### src/rtl/control_unit.sv
// control_unit: Moore fetch/decode/execute sequencer driving the register-bus datapath strobes.
module control_unit #(
  parameter int STALL_LIMIT = 15
) (
  input  logic        clk,
  input  logic        clear,
  input  logic [31:0] IR,
  input  logic        con_ff,
  input  logic        mem_ready,
  output logic        PCout, MDRout, HIout, LOout, Zhighout, Zlowout, Cout, BAout,
  output logic        PCin, IRin, MARin, Yin, HIin, LOin, Zin, MDRin,
  output logic        Gra, Grb, Grc, Rin, Rout,
  output logic        AND, OR, ADD, SUB, MUL, DIV, SHR, SHL, ROR, ROL, NEG, NOT, IncPC,
  output logic        read, write,
  output logic        run,
  output logic        mem_err,
  output logic        illegal_op
);
  localparam int CW = $clog2(STALL_LIMIT + 1);
  localparam logic [4:0] OP_LD = 5'd0, OP_LDI = 5'd1, OP_ST = 5'd2, OP_ADD = 5'd3, OP_SUB = 5'd4,
    OP_AND = 5'd5, OP_OR = 5'd6, OP_SHR = 5'd7, OP_SHL = 5'd8, OP_ROR = 5'd9, OP_ROL = 5'd10,
    OP_ADDI = 5'd11, OP_ANDI = 5'd12, OP_ORI = 5'd13, OP_MUL = 5'd14, OP_DIV = 5'd15,
    OP_NEG = 5'd16, OP_NOT = 5'd17, OP_BR = 5'd18, OP_JR = 5'd19, OP_MFHI = 5'd23,
    OP_MFLO = 5'd24, OP_NOP = 5'd25, OP_HALT = 5'd26;
  typedef enum logic [3:0] {RESET, T0, T1, T2, T3, T4, T5, T6, T7, HALT} state_t;
  state_t state, next;
  logic [4:0] opc, d;
  logic [CW-1:0] cnt;
  logic con, legal, wait_st, stall_out, unused_ir;
  logic alu, imm, ld, ldi, st, md, nn, br, jr, mfhi, mflo;
  assign d = IR[31:27];
  assign unused_ir = ^IR[26:0];
  assign legal = d <= OP_JR || (d >= OP_MFHI && d <= OP_HALT);
  assign alu = opc >= OP_ADD && opc <= OP_ROL;
  assign imm = opc >= OP_ADDI && opc <= OP_ORI;
  assign ld = opc == OP_LD;
  assign ldi = opc == OP_LDI;
  assign st = opc == OP_ST;
  assign md = opc == OP_MUL || opc == OP_DIV;
  assign nn = opc == OP_NEG || opc == OP_NOT;
  assign br = opc == OP_BR;
  assign jr = opc == OP_JR;
  assign mfhi = opc == OP_MFHI;
  assign mflo = opc == OP_MFLO;
  // memory handshake states hold until mem_ready, bounded by the stall counter
  assign wait_st = state == T1 || (state == T6 && ld) || (state == T7 && st);
  assign stall_out = !mem_ready && cnt == CW'(STALL_LIMIT - 1);
  assign run = state != HALT;
  always_ff @(posedge clk or posedge clear) begin
    if (clear) begin
      state <= RESET;
      cnt <= '0;
      con <= 1'b0;
      opc <= '0;
      mem_err <= 1'b0;
      illegal_op <= 1'b0;
    end else begin
      state <= next;
      cnt <= (wait_st && !mem_ready) ? cnt + 1'b1 : '0;
      if (state == T2) opc <= d;
      if (state == T3 && br) con <= con_ff;
      if (wait_st && stall_out) mem_err <= 1'b1;
      if (state == T2 && !legal) illegal_op <= 1'b1;
    end
  end
  always_comb begin
    next = state;
    case (state)
      RESET: next = T0;
      T0: next = T1;
      T1: next = T2;
      T2: next = d == OP_NOP ? T0 : (d == OP_HALT || !legal) ? HALT : T3;
      T3: next = (jr || mfhi || mflo) ? T0 : T4;
      T4: next = nn ? T0 : T5;
      T5: next = (alu || imm || ldi) ? T0 : T6;
      T6: next = (md || br) ? T0 : T7;
      T7: next = T0;
      default: next = HALT;
    endcase
    if (wait_st && !mem_ready) next = stall_out ? HALT : state;
  end
  always_comb begin
    {PCout, MDRout, HIout, LOout, Zhighout, Zlowout, Cout, BAout, PCin, IRin, MARin, Yin, HIin,
     LOin, Zin, MDRin, Gra, Grb, Grc, Rin, Rout, AND, OR, ADD, SUB, MUL, DIV, SHR, SHL, ROR, ROL,
     NEG, NOT, IncPC, read, write} = '0;
    case (state)
      T0: {PCout, MARin, IncPC, Zin} = '1;
      T1: {Zlowout, PCin, read, MDRin} = '1;
      T2: {MDRout, IRin} = '1;
      T3: begin
        Grb = alu | imm | ld | ldi | st | nn;
        Gra = md | br | jr | mfhi | mflo;
        Rout = alu | imm | md | nn | br | jr;
        BAout = ld | ldi | st;
        Yin = alu | imm | ld | ldi | st | md;
        Zin = nn;
        NEG = opc == OP_NEG;
        NOT = opc == OP_NOT;
        PCin = jr;
        HIout = mfhi;
        LOout = mflo;
        Rin = mfhi | mflo;
      end
      T4: begin
        Grc = alu;
        Cout = imm | ld | ldi | st;
        Grb = md;
        Rout = alu | md;
        Zin = alu | imm | ld | ldi | st | md;
        ADD = opc == OP_ADD || opc == OP_ADDI || ld || ldi || st;
        SUB = opc == OP_SUB;
        AND = opc == OP_AND || opc == OP_ANDI;
        OR = opc == OP_OR || opc == OP_ORI;
        SHR = opc == OP_SHR;
        SHL = opc == OP_SHL;
        ROR = opc == OP_ROR;
        ROL = opc == OP_ROL;
        MUL = opc == OP_MUL;
        DIV = opc == OP_DIV;
        Zlowout = nn;
        Gra = nn;
        Rin = nn;
        PCout = br;
        Yin = br;
      end
      T5: begin
        Zlowout = alu | imm | ldi | ld | st | md;
        Gra = alu | imm | ldi;
        Rin = alu | imm | ldi;
        MARin = ld | st;
        LOin = md;
        Cout = br;
        ADD = br;
        Zin = br;
      end
      T6: begin
        read = ld;
        MDRin = ld | st;
        Gra = st;
        Rout = st;
        Zhighout = md;
        HIin = md;
        Zlowout = br & con;
        PCin = br & con;
      end
      T7: begin
        MDRout = ld;
        Gra = ld;
        Rin = ld;
        write = st;
      end
      default: ;
    endcase
  end
endmodule

### config.mk
export PLATFORM = sky130hd
export DESIGN_NAME = control_unit
export DESIGN_NICKNAME = d
export VERILOG_FILES = /design/src/rtl/control_unit.sv
export SDC_FILE = /design/constraint.sdc
export NUM_CORES = 1
export LEC_CHECK = 0
export CORE_MARGIN = 3
export CORE_UTILIZATION = 42
export CTS_BUF_LIST = sky130_fd_sc_hd__clkbuf_8
export DETAILED_ROUTE_END_ITERATION = 8
export MAX_ROUTING_LAYER = met4
export PLACE_DENSITY = 0.81
export SLEW_MARGIN = 0
export SYNTH_ARGS = -nofsm -noshare
export SYNTH_HDL_FRONTEND = slang
export SYNTH_SLANG_ARGS = --single-unit
### constraint.sdc
create_clock -name clk -period 2.4 [get_ports clk]
set_input_delay 0.48 -clock clk [delete_from_list [all_inputs] [get_ports clk]]
set_output_delay 0.48 -clock clk [all_outputs]
set_load 0.1 [all_outputs]
# Word level (Yosys, flattened, before mapping)
# Cells that the tools add are included.
# word_totals
register_bits,16
in_bits,36
out_inout_bits,39
wordCells,152
# classes
add_sub_neg,1
n_lt_le_gt_ge,7
n_eq_ne,34
mux,45
bitwise_logic,27
reduce_logical,32
# op_table
operator,count
equality test 5 x 4 -> 1 bit (second input constant),8
equality test 5 bit (second input constant),8
case mux 4 bit (8 select lines),1
OR 1 bit,26
two-way mux 4 bit,6
equality test 5 x 3 -> 1 bit (second input constant),4
two-way mux 1 bit,20
case mux 1 bit (2 select lines),9
logical OR 1 bit,17
equality test 4 x 3 -> 1 bit (second input constant),4
case mux 1 bit (4 select lines),3
equality test 5 x 2 -> 1 bit (second input constant),2
less-or-equal comparator 5 x 4 -> 1 bit (second input constant),2
less-or-equal comparator 5 bit (second input constant),2
logical AND 1 bit,10
two-way mux 3 bit,3
equality test 4 x 2 -> 1 bit (second input constant),2
equality test 4 bit (second input constant),2
case mux 1 bit (3 select lines),2
equality test 5 x 1 -> 1 bit (second input constant),1
>= comparator 5 x 2 -> 1 bit (second input constant),1
>= comparator 5 x 4 -> 1 bit (second input constant),1
>= comparator 5 bit (second input constant),1
logical NOT 5 bit,1
9 further kinds,10

# Longest topological paths before layout
# logic_depth
ltp_word,9
depth_mapped,6
ltp_nobuf,5

# Worst setup path before layout
# OpenSTA, ideal clock, no wires.
# synth_path
path_kind,register to output
start,register state[1]
end,output port ROR
arrival_time_ns,3.980
t_required_ns,1.920
path_slack_ns,-2.060
stages_incl_launch_ff,6
path_buffers,2
cell_sequence,dfrtp_1 -> buf_2 -> buf_2 -> and4bb_1 -> nand2_1 -> nor4_1
# synth_between
elab_chain_cells,2
# synth_rtl
item,line,text
from (decl),26,"state_t state, next;"
from (signal assigned),58,state <= next;
equality test 4 x 3 -> 1 bit,86,case (state)
two-way mux 1 bit,86,
to (decl),13,"output logic AND, OR, ADD, SUB, MUL, DIV, SHR, SHL, ROR, ROL, NEG, NOT, IncPC,"
# No other way between the ends.

# Worst setup path after layout
# layout_path
start,register opc[4]
end,output port read
# layout_between
elab_chain_cells,2
# layout_rtl
item,line,text
from (decl),27,"logic [4:0] opc, d;"
from (signal assigned),54,opc <= '0;
from (signal assigned),60,if (state == T2) opc <= d;
logical NOT 5 bit,36,assign ld = opc == OP_LD;
case mux 1 bit (2 select lines),86,
to (decl),14,"output logic read, write,"
# No other way between the ends.

==> summary by stage <==
Run status
The flow ran to the end, but the final reports show violations. The checks that failed: negative setup slack.

Detailed routing
The pre-antenna-repair detailed-routing pass consisted of 5 iterations. The routed layout has approximately 2,200 vias. After detailed routing, the number of remaining DRC violations is 0. After detailed routing, the average wire length per cell comes to 25.9 um. After the first detailed-routing iteration, the DRC count stood at 232. The count of nets left with antenna violations once routing finished came out at 0. The number of vias per cell after detailed routing is 6.91. For this block, the routed nets add up to around 8.4 mm of wire.

Timing
Setup violations remaining at the end of the flow were counted as 16. The ratio of final minimum period to clock period is 108%. The number of failing hold endpoints at the final stage was 0.

The total negative setup slack is -1560 ps. Timing would allow up to 384 MHz. The clock skew after layout is slightly above 3 ps. The final critical path time including I/O delays and setup is approximately 2600 ps. The smallest setup slack after layout is -204 ps. The tightest hold path in the finished design has a slack of a little over 500 ps. Setup repair after global routing could not meet its margin everywhere. The final max-slew violation count is 0. For the pin with the worst max-slew slack, the measured transition is 700 ps. In this run the tightest slew margin relative to its limit is 52.9%.

GRT
The number of global-route vias before repair is 2,023. The total overflow left after global routing is 0. The initial antenna violation count is 0. The maximum number of pins on one net before global-route repair is 17.

Global routing used 31.8% of the available tracks. The first global-routing pass estimated 10.4 mm of wire.

Final layout
Leaving out fill and tap cells, the most frequent cell in the layout is sky130_fd_sc_hd__buf_4. The layout overhead on the synthesized area is 110%. Once layout is done, the placed cells without fillers occupy between 3000 and 4000 um^2.

The antenna cell count is 0. For this run, the post-layout net count is between 300 and 400. The ratio of cells with drive above 1 in the final layout is 59.1%. In the layout the commonest cells are 41 x sky130_fd_sc_hd__buf_4, 36 x sky130_fd_sc_hd__buf_12, 21 x sky130_fd_sc_hd__nand2_1, 11 x sky130_fd_sc_hd__nor2_1, 10 x sky130_fd_sc_hd__dfrtp_1.

Clock network
The number of hold buffers added after CTS was 0. At the later pin of the worst-skew pair, clock insertion delay measures roughly 250 ps. The root buffer cell chosen for the clock tree is sky130_fd_sc_hd__clkbuf_8. The CTS H-tree depth is 1. The clock net in this run drives a total of 16 sinks. The number of buffers on the longest clock path is 2. The total clock buffers created by CTS is 3. TritonCTS built the clock tree. The clock-pin slew of the registers on the worst-case setup and hold paths is 70 ps.

Worst setup path
The largest single stage delay on the critical path is 600 ps. In this run the critical register-to-register path is launched from opc[3]. Among all stages on the critical path, the largest delay is contributed by sky130_fd_sc_hd__nor4_1. In this run the critical register-to-register path is captured at state[2]. For the worst setup path, the data required time is 1920 ps. The buffers plus inverters on the worst setup path is 2. The dominant delay contributor by cell family on the critical path is simple AND/OR/NAND/NOR gates.

The data arrival time of the critical path is 2120 ps. The setup slack of the worst register-to-register path is 250 ps. The peak fanout along the critical path is 8.

The element type at the critical path start is a flop. The critical path class is reg2out. The worst setup path is captured at a primary output. Traced cell by cell, the critical path runs through buf_4 > nor4_1 > nand2_1 > o21ai_4 > buf_12. For the worst flop-to-flop path, the logic depth is 6.

Floorplan
The floorplan die height is 66.0 um. Once the floorplan was initialized, standard cells occupied 44.6% of the core. In this run the count of I/O pins placed on the die edge is 75.

Measured along the x axis, the die boundary spans between 60 and 70 um. The row count is 21. The die area is 4360 um^2. The core area is 3390 um^2.

Synth
After synthesis, the share of flip-flops with an asynchronous set or reset is 100%. The sequential fraction of the synthesis area is 26.5%. The instance count of the mapped netlist is ~190. The average cell area after synthesis is between 7 and 8 um^2. The leading register cell type out of synthesis is sky130_fd_sc_hd__dfrtp_1. The total of warnings raised by yosys is 0. The mapped cell area is 1510 um^2. The number of different library cells used by synthesis comes to 56. The number of flip-flops and latches in the synthesized netlist is 16. The post-synthesis net count is 230.

The number of synthesized flops with an enable pin is 0.

Flow run
The number of maximum-capacitance violations is 0.

Worst hold path
The startpoint of the worst hold path is mem_err. The type of the most critical hold path is reg2reg. For hold timing, the worst endpoint is mem_err. Counting instances, the worst hold path has a depth of 1.

Placement
The HPWL after detailed placement is 4.13 mm. The count of input and output buffers is 47. The cell area reported after detailed placement is approximately 2800 um^2.

OpenSTA, run right after detailed placement, puts the worst setup slack at 107 ps. The final weighted congestion in routability-driven placement is 0.953.

Power
In this run the static leakage power is 1.39 nW. The maximum vdd ir drop is 377 uV. Power spread over the standard cell area amounts to 172 nW/um^2.
==> flip-flops by register name, indices dropped and copies added (netlist names) <==
signal      flops
mem_err         1
state           4
con             1
opc             5
illegal_op      1
cnt             4
==> worst max-delay path by stage <==
stage | start | end | depth (start not counted)
3_3_place_gp | state[0] | Gra | 5
3_5_place_dp | state[2] | Rout | 6
2_1_floorplan | opc[3] | DIV | 4
6_report | opc[4] | read | 5
5_1_grt | opc[4] | read | 5
4_1_cts | opc[0] | Gra | 5
==> logic make-up (layout without fill, tap and decap cells) <==
logic type / count (synthesis) / in the layout / synth area share (%)
buf+inv: 23 / 107 / 6.37
xor+xnor: 4 / 4 / 2.32
compound gates: 41 / 41 / 18.2
fa+ha+maj: 2 / 2 / 1.65
mux: 7 / 7 / 6.37
simple gates: 99 / 99 / 38.6
flops: 16 / 16 / 26.5
==> per-stage QoR <==
| stage | util [%] | std cells | power, W |
|---|---|---|---|
| floorplan | - | 192 | 0.000283 |
| global placement | 82.4 | 298 | 0.000301 |
| detailed placement | 82.4 | 298 | 0.000302 |
| CTS | 88.9 | 313 | 0.000535 |
| global route | 93.9 | 322 | 0.000562 |
| finish | 93.9 | 322 | 0.000548 |
==> final cells by class <==
type / count / area, um^2
multi-input combinational: 153 / 1390
timing repair buffer: 95 / 1230
sequential: 16 / 408
fill: 98 / 208
tap: 46 / 57.6
clock buffer: 4 / 55.1
inverter: 8 / 33.8
==> report_power, final <==
| group | leakage, nW | internal [W] | switching, W |
|---|---|---|---|
| Clock | 0.0288 | 0.000146 | 0.000103 |
| Combinational | 1.17 | 0.0000141 | 0.0000154 |
| Sequential | 0.192 | 0.000269 | 0 |
==> synth_stat cells, types with 3 or more instances <==
| cell | n | area share (%) |
|---|---|---|
| sky130_fd_sc_hd__nand2_1 | 28 | 6.9 |
| sky130_fd_sc_hd__nor2_1 | 20 | 5.0 |
| sky130_fd_sc_hd__dfrtp_1 | 16 | 26 |
| sky130_fd_sc_hd__clkbuf_1 | 9 | 2.2 |
| sky130_fd_sc_hd__nand3_1 | 6 | 2.0 |
| sky130_fd_sc_hd__o21ai_0 | 6 | 2.0 |
| sky130_fd_sc_hd__a31oi_1 | 5 | 2.1 |
| sky130_fd_sc_hd__buf_2 | 5 | 1.7 |
| sky130_fd_sc_hd__inv_1 | 5 | 1.2 |
| sky130_fd_sc_hd__nor4_1 | 5 | 2.1 |
| sky130_fd_sc_hd__o21ai_1 | 5 | 1.7 |
| sky130_fd_sc_hd__nand4_1 | 4 | 1.7 |
| sky130_fd_sc_hd__nor3_1 | 4 | 1.3 |
| sky130_fd_sc_hd__o211ai_1 | 4 | 2.0 |
| sky130_fd_sc_hd__or4b_1 | 4 | 2.6 |
| sky130_fd_sc_hd__a21oi_1 | 3 | 0.99 |
| sky130_fd_sc_hd__and3_1 | 3 | 1.2 |
| sky130_fd_sc_hd__inv_2 | 3 | 0.74 |
| sky130_fd_sc_hd__mux2_1 | 3 | 2.2 |
| sky130_fd_sc_hd__nand4b_1 | 3 | 1.7 |
| sky130_fd_sc_hd__o2111ai_1 | 3 | 1.7 |
| sky130_fd_sc_hd__xnor2_1 | 3 | 1.7 |
==> what timing repair did <==
action,4_1_cts,5_1_grt
buffers inserted,11,9
pin swaps,5,14
resized for setup,19,28
endpoints found under the setup margin,14,26
==> metal layers <==
layer / vias to the layer above / GRT usage (%) / part of all wire [%] / routed length [um]
li1: 888 / - / - / -
met1: 1045 / 38.5 / 35 / 2950
met2: 227 / 54.9 / 46 / 3860
met3: 65 / 3.40 / 11 / 891
met4: 0 / 11.2 / 7.7 / 647
met5: - / - / 0 / 0
(Power assumes the default switching activity.)
